File: src/rtl/clock_ctrl_pkg.sv
// Shared types and limits for the alarm-clock UI controller.
package clock_ctrl_pkg;

    typedef enum logic [2:0] {
        RUN  = 3'd0,
        E_TH = 3'd1,
        E_TM = 3'd2,
        E_AH = 3'd3,
        E_AM = 3'd4
    } state_t;

    typedef struct packed {
        logic [1:0] h1;
        logic [3:0] h0;
        logic [2:0] m1;
        logic [3:0] m0;
    } bcd_time_t;

    localparam logic [1:0] FLD_TIME_H  = 2'd0;
    localparam logic [1:0] FLD_TIME_M  = 2'd1;
    localparam logic [1:0] FLD_ALARM_H = 2'd2;
    localparam logic [1:0] FLD_ALARM_M = 2'd3;

    localparam int unsigned HOUR_MAX    = 23;
    localparam int unsigned MIN_MAX     = 59;
    localparam int unsigned MIN_PER_DAY = (HOUR_MAX + 1) * (MIN_MAX + 1);

endpackage

File: src/rtl/bcd_time_add_min.sv
// Combinational BCD HH:MM + k minutes, wrapping at 24 h.
module bcd_time_add_min
    import clock_ctrl_pkg::*;
(
    input  bcd_time_t  i_time,
    input  logic [5:0] i_k,
    output bcd_time_t  o_time
);

    localparam logic [10:0] MPH = 11'(MIN_MAX + 1);
    localparam logic [10:0] MPD = 11'(MIN_PER_DAY);

    logic [10:0] w_sum;
    logic [10:0] w_wrap;
    logic [10:0] w_hrs;
    logic [10:0] w_min;

    // k < 64 keeps the sum below two days, so a single subtraction wraps it
    assign w_sum  = (11'(i_time.h1) * 11'd10 + 11'(i_time.h0)) * MPH
                  + 11'(i_time.m1) * 11'd10 + 11'(i_time.m0) + 11'(i_k);
    assign w_wrap = (w_sum >= MPD) ? (w_sum - MPD) : w_sum;
    assign w_hrs  = w_wrap / MPH;
    assign w_min  = w_wrap % MPH;

    assign o_time = '{h1: 2'(w_hrs / 11'd10), h0: 4'(w_hrs % 11'd10),
                      m1: 3'(w_min / 11'd10), m0: 4'(w_min % 11'd10)};

endmodule

File: src/rtl/clock_ctrl_fsm.sv
// Alarm-clock UI controller: button pulses -> core load/stop strobes,
// time/alarm editing with idle timeout, stop and snooze handling.
module clock_ctrl_fsm
    import clock_ctrl_pkg::*;
#(
    parameter int unsigned SNOOZE_MIN = 5,
    parameter int unsigned TIMEOUT    = 30
) (
    input  logic       clk,
    input  logic       reset,
    input  logic       btn_mode,
    input  logic       btn_inc,
    input  logic       btn_set,
    input  logic       btn_stop,
    input  logic       btn_snooze,
    input  logic       alarm_in,
    input  logic [1:0] cur_h1,
    input  logic [3:0] cur_h0,
    input  logic [2:0] cur_m1,
    input  logic [3:0] cur_m0,
    output logic [1:0] ld_h1,
    output logic [3:0] ld_h0,
    output logic [2:0] ld_m1,
    output logic [3:0] ld_m0,
    output logic       ld_time,
    output logic       ld_alarm,
    output logic       al_on,
    output logic       stop_al,
    output logic       edit_active,
    output logic [1:0] edit_field,
    output logic       snoozed
);

    localparam int unsigned   CW      = $clog2(TIMEOUT);
    localparam logic [CW-1:0] TO_LAST = CW'(TIMEOUT - 1);

    state_t    r_state,  w_state_nxt;
    bcd_time_t r_edit,   w_edit_nxt;
    bcd_time_t r_usr,    w_usr_nxt;
    bcd_time_t r_prog,   w_prog_nxt;
    bcd_time_t r_ld_bus, w_ld_bus_nxt;
    logic      r_alarm_en, w_alarm_en_nxt;
    logic      r_mute,     w_mute_nxt;
    logic      r_snoozed,  w_snoozed_nxt;
    logic      r_ld_time,  w_ld_time_nxt;
    logic      r_ld_alarm, w_ld_alarm_nxt;
    logic      r_stop_al,  w_stop_al_nxt;
    logic [CW-1:0] r_tcnt, w_tcnt_nxt;

    bcd_time_t  w_cur;
    bcd_time_t  w_snz_time;
    bcd_time_t  w_inc_res;
    bcd_time_t  w_inc_time;
    logic       w_any_btn;
    logic       w_edit_hours;
    logic [5:0] w_inc_k;

    assign w_cur        = '{h1: cur_h1, h0: cur_h0, m1: cur_m1, m0: cur_m0};
    assign w_any_btn    = btn_stop | btn_snooze | btn_set | btn_mode | btn_inc;
    assign w_edit_hours = (r_state == E_TH) || (r_state == E_AH);
    // +60 min on an HH:MM value steps the hour with 23->00 wrap
    assign w_inc_k      = w_edit_hours ? 6'd60 : 6'd1;

    bcd_time_add_min u_snooze_add (
        .i_time (w_cur),
        .i_k    (6'(SNOOZE_MIN)),
        .o_time (w_snz_time)
    );

    bcd_time_add_min u_inc_add (
        .i_time (r_edit),
        .i_k    (w_inc_k),
        .o_time (w_inc_res)
    );

    always_comb begin
        w_inc_time = r_edit;
        if (w_edit_hours) begin
            w_inc_time.h1 = w_inc_res.h1;
            w_inc_time.h0 = w_inc_res.h0;
        end else begin
            w_inc_time.m1 = w_inc_res.m1;
            w_inc_time.m0 = w_inc_res.m0;
        end
    end

    always_comb begin
        w_state_nxt    = r_state;
        w_edit_nxt     = r_edit;
        w_usr_nxt      = r_usr;
        w_prog_nxt     = r_prog;
        w_ld_bus_nxt   = r_ld_bus;
        w_alarm_en_nxt = r_alarm_en;
        w_mute_nxt     = r_mute & (w_cur == r_prog);
        w_snoozed_nxt  = r_snoozed;
        w_ld_time_nxt  = 1'b0;
        w_ld_alarm_nxt = 1'b0;
        w_stop_al_nxt  = 1'b0;
        w_tcnt_nxt     = '0;

        if (btn_stop) begin
            if (alarm_in) begin
                w_stop_al_nxt = 1'b1;
                w_mute_nxt    = 1'b1;
                if (r_snoozed) begin
                    w_ld_alarm_nxt = 1'b1;
                    w_ld_bus_nxt   = r_usr;
                    w_prog_nxt     = r_usr;
                    w_snoozed_nxt  = 1'b0;
                end
            end
        end else if (btn_snooze) begin
            if (alarm_in) begin
                w_stop_al_nxt  = 1'b1;
                w_mute_nxt     = 1'b1;
                w_ld_alarm_nxt = 1'b1;
                w_ld_bus_nxt   = w_snz_time;
                w_prog_nxt     = w_snz_time;
                w_snoozed_nxt  = 1'b1;
            end else if (r_state == RUN) begin
                w_alarm_en_nxt = ~r_alarm_en;
            end
        end else if (btn_set) begin
            case (r_state)
                E_TH, E_TM: begin
                    w_ld_time_nxt = 1'b1;
                    w_ld_bus_nxt  = r_edit;
                    w_state_nxt   = RUN;
                end
                E_AH, E_AM: begin
                    w_ld_alarm_nxt = 1'b1;
                    w_ld_bus_nxt   = r_edit;
                    w_usr_nxt      = r_edit;
                    w_prog_nxt     = r_edit;
                    w_snoozed_nxt  = 1'b0;
                    w_state_nxt    = RUN;
                end
                default: ;
            endcase
        end else if (btn_mode) begin
            case (r_state)
                RUN: begin
                    w_state_nxt = E_TH;
                    w_edit_nxt  = w_cur;
                end
                E_TH: w_state_nxt = E_TM;
                E_TM: begin
                    w_state_nxt = E_AH;
                    w_edit_nxt  = r_usr;
                end
                E_AH:    w_state_nxt = E_AM;
                default: w_state_nxt = RUN;
            endcase
        end else if (btn_inc) begin
            if (r_state != RUN) w_edit_nxt = w_inc_time;
        end

        if ((r_state != RUN) && !w_any_btn) begin
            if (r_tcnt == TO_LAST) w_state_nxt = RUN;
            else                   w_tcnt_nxt  = r_tcnt + 1'b1;
        end
    end

    always_ff @(posedge clk or posedge reset) begin
        if (reset) begin
            r_state    <= RUN;
            r_edit     <= '0;
            r_usr      <= '0;
            r_prog     <= '0;
            r_ld_bus   <= '0;
            r_alarm_en <= 1'b0;
            r_mute     <= 1'b0;
            r_snoozed  <= 1'b0;
            r_ld_time  <= 1'b0;
            r_ld_alarm <= 1'b0;
            r_stop_al  <= 1'b0;
            r_tcnt     <= '0;
        end else begin
            r_state    <= w_state_nxt;
            r_edit     <= w_edit_nxt;
            r_usr      <= w_usr_nxt;
            r_prog     <= w_prog_nxt;
            r_ld_bus   <= w_ld_bus_nxt;
            r_alarm_en <= w_alarm_en_nxt;
            r_mute     <= w_mute_nxt;
            r_snoozed  <= w_snoozed_nxt;
            r_ld_time  <= w_ld_time_nxt;
            r_ld_alarm <= w_ld_alarm_nxt;
            r_stop_al  <= w_stop_al_nxt;
            r_tcnt     <= w_tcnt_nxt;
        end
    end

    always_comb begin
        case (r_state)
            E_TM:    edit_field = FLD_TIME_M;
            E_AH:    edit_field = FLD_ALARM_H;
            E_AM:    edit_field = FLD_ALARM_M;
            default: edit_field = FLD_TIME_H;
        endcase
    end

    assign ld_h1       = r_ld_bus.h1;
    assign ld_h0       = r_ld_bus.h0;
    assign ld_m1       = r_ld_bus.m1;
    assign ld_m0       = r_ld_bus.m0;
    assign ld_time     = r_ld_time;
    assign ld_alarm    = r_ld_alarm;
    assign stop_al     = r_stop_al;
    assign snoozed     = r_snoozed;
    assign al_on       = r_alarm_en & ~r_mute;
    assign edit_active = (r_state != RUN);

endmodule

File: config.mk
export PLATFORM = sky130hd
export DESIGN_NAME = clock_ctrl_fsm
export DESIGN_NICKNAME = d
export VERILOG_FILES = /design/src/rtl/clock_ctrl_pkg.sv /design/src/rtl/bcd_time_add_min.sv /design/src/rtl/clock_ctrl_fsm.sv
export SDC_FILE = /design/constraint.sdc
export NUM_CORES = 1
export LEC_CHECK = 0
export CAP_MARGIN = 40
export CORE_MARGIN = 4
export CORE_UTILIZATION = 40
export CTS_BUF_LIST = sky130_fd_sc_hd__clkbuf_4 sky130_fd_sc_hd__clkbuf_8
export DETAILED_ROUTE_END_ITERATION = 16
export GPL_TIMING_DRIVEN = 0
export SLEW_MARGIN = 20
export SYNTH_ARGS = -nofsm -noshare
export SYNTH_HDL_FRONTEND = slang
export SYNTH_SLANG_ARGS = --single-unit
export TNS_END_PERCENT = 30
File: constraint.sdc
create_clock -name clk -period 9.15 [get_ports clk]
set_input_delay 1.83 -clock clk [delete_from_list [all_inputs] [get_ports clk]]
set_output_delay 1.83 -clock clk [all_outputs]
set_load 0.01 [all_outputs]
==> results by group <==
Detailed routing
  • Vias per cell: 5.77
  • DR pass1 iterations: 5
  • WL final: roughly 28000 um
  • Antenna Violating Nets Remaining: 0
  • DRC: 0
  • Overall via count from detail_route: 9292
  • Wire length per cell: approximately 17 um
  • Initial DRC Count: about 680

Critical path
  • Crit. End Element: flop
  • Max incr delay on CP: ~0.52 ns
  • Critical path class: input port to flop
  • Req. time, crit path: 9.43 ns
  • CP startpoint kind: input port
  • Critical path data arrival time: 10.25 ns
  • Most used cell, CP: ha_4
  • Slowest cell on crit path: fa_2
  • Max FO, Critical Path: 5

Timing
  • Worst Tran Pin Value: 0.796 ns
  • Slew HR: 0.468
  • RSZ-0062 raised after global routing: yes
  • Slew Viols, Final: 0
  • Final setup viols: 14
  • Setup slack after layout: -0.819 ns
  • Final critical-path share of the clock period: 1.09
  • Fin. Hold Viols: 0
  • Fin crit period: 9.97 ns
  • Layout Skew: 0.0103 ns
  • Fmax: roughly 100 MHz

Final layout
  • Fraction of layout instances using a drive strength above 1: 0.326
  • Fill cell count: 2009
  • Reg area: 0.00166 mm^2
  • Multi-input gate area: ~0.0086 mm^2
  • Antenna cells: 0
  • Final core utilization: 0.563
  • Nets: 1424
  • Post-Layout Inst Area: ~0.013 mm^2
  • Area Overhead vs Synth: 37.8%

Floorplan
  • Core footprint: 0.0228 mm^2
  • Die height: 161 um
  • FP Rows: 55
  • Die Footprint: 0.0258 mm^2
  • Initial core utilization: 0.409
  • Boundary Pins: 42
  • Die X: 161 um

Synthesis
  • Number of flops mapped to enable cells by yosys: 0
  • Top area cells in the synthesized netlist: dfrtp_1 (18%), ha_1 (12%), fa_1 (4.5%)
  • Post-synthesis cell area: 0.00932 mm^2
  • Compound-Gate Fraction of Synth Area: 0.279
  • #FFs+latches synth: 66
  • Top-count cell post-synth: ha_1
  • Ys Warns: 0
  • Area leader, netlist: dfrtp_1
  • Largest family of logic cells by synthesized area: compound AO/OA/AOI/OAI gates
  • Simple-gate portion of the synthesized area: 0.194
  • Mapped Cells: around 1100
  • Async SR Flop Fraction: 1.00
  • Post-synthesis cell type count: 109
  • Post-synthesis mux area share: 0.0590
  • Synth top cells by count: ha_1 (90), nor2_1 (88), nand2_1 (81)
  • Top-area cell type share of the netlist area: 0.177
  • Top FF cell, synth: dfrtp_1
  • Post-synthesis sequential area ratio: 0.177
  • Syn avg cell area: between 8 and 9 um^2
  • Post-synthesis xor/xnor area fraction: 0.0692
  • Adder-cell area share of the yosys netlist: 0.166

GRT
  • Largest net degree at the start of global routing: 51
  • Initial antenna violation count: 0
  • First-pass GRT wire length: 43500 um
  • GRT Residual Overflow: 0
  • Overall routing resource usage: 0.200
  • Number of global-route vias before repair: 8485

Clock network
  • CTS Buf Count: 9
  • Clk sinks: 66
  • Worst skew pair latency: 0.36 ns
  • Cts hold-fix bufs: 0
  • Root buffer selected by CTS: clkbuf_8
  • Clock-pin slew on the worst setup and hold paths: 0.08 ns
  • CTS max path bufs: 2
  • CTS H-tree depth: 3
  • CTS tree: built

Run status
  • Violated checks: setup timing
  • Status: finished with violations

Placement
  • Pre-CTS WS: -2.78 ns
  • PortBufs: 38
  • Placer Congestion: approximately 0.87
  • HPWL after DPL: 20100 um
  • Dpl cell area: 0.0104 mm^2

Worst hold path
  • Min-Delay Path Class: flop to flop

Run
  • Max Cap Viol: 0
[per-layer routing]
| metal | GRT usage | vias to the layer above | part of all wire |
|---|---|---|---|
| met5 | 0 | - | 0 |
| met4 | 0.0465 | 0 | 0.025 |
| met3 | 0.0272 | 46 | 0.044 |
| met2 | 0.340 | 230 | 0.49 |
| met1 | 0.270 | 4496 | 0.44 |
| li1 | - | 4520 | - |
[layout by cell type, fill, tap and decap left out, types with 16 or more instances in the layout]
cell type / instances
mux2i_1: 20
a21oi_1: 60
clkbuf_1: 22
ha_4: 18
a21o_1: 17
o21ai_0: 49
buf_6: 16
nor3_1: 22
nand2_1: 73
xnor2_1: 29
mux2_2: 21
buf_4: 109
ha_1: 69
inv_1: 70
dfrtp_1: 63
fa_1: 18
nand3_1: 25
clkdlybuf4s50_1: 32
nor2_1: 75
[kinds of logic (layout without fill, tap and decap cells)]
| family | after synthesis | after routing |
|---|---|---|
| compound gates | 359 | 359 |
| xor+xnor | 66 | 66 |
| fa+ha+maj | 111 | 111 |
| buf+inv | 127 | 296 |
| flops | 66 | 66 |
| mux | 50 | 50 |
| other cells | 1 | 2 |
| simple gates | 347 | 347 |
[worst max-delay path, delay by kind of cell]
kind            cells  cell delay [ns]
compound gates     15             3.40
xor+xnor            1             0.14
fa+ha+maj           9             2.66
buf+inv             9             0.88
mux                 1             0.33
simple gates        8             0.99
[registers in the layout (all words and copies together) (netlist names)]
name        cells
ld_alarm        1
ld_h0           4
ld_h1           2
ld_m0           4
ld_m1           3
ld_time         1
r_alarm_en      1
r_edit         13
r_mute          1
r_prog         13
r_state         3
r_tcnt          5
r_usr          13
snoozed         1
stop_al         1
[final timing paths]
check,from,end,slack [ns],cells after the start
max,cur_h1[0],r_prog[1],-0.82,43
min,r_alarm_en,r_alarm_en,0.47,1
max reg2reg,r_edit[11],r_edit[9],0.03,34
min reg2reg,r_alarm_en,r_alarm_en,0.47,1
max in group asynchronous,reset,r_edit[8],6.85,3
min in group asynchronous,reset,ld_h0[2],1.76,2
[area by class of cell]
type,instances,area share
multi-input cells,935,0.672
flip-flops and latches,66,0.129
repair buffers,158,0.108
well taps,313,0.0305
inverters,85,0.0256
plain buffers,37,0.0174
clock buffers,9,0.00965
clock inverters,7,0.00780
[per-stage QoR]
stage	instances	setup TNS (ns)	hold slack (ns)
after global routing	1610	-16.67	0.492
after global placement	1479	-57.26	0.457
after detailed placement	1480	-58.19	0.462
after floorplan	1128	-11.87	0.437
after CTS	1537	-11.87	0.474
final	1610	-9.02	0.467
[timing repair]
item | 4_1_cts | 5_1_grt
pin swaps | 58 | 106
gates resized for setup | 138 | 168
setup buffers | 45 | 72
cloned | 1 | 0
endpoints found under the setup margin | 34 | 34
Power is left out: the tool's default activity adds up to more than one toggle a clock period on the data nets, which glitch-free logic cannot reach.
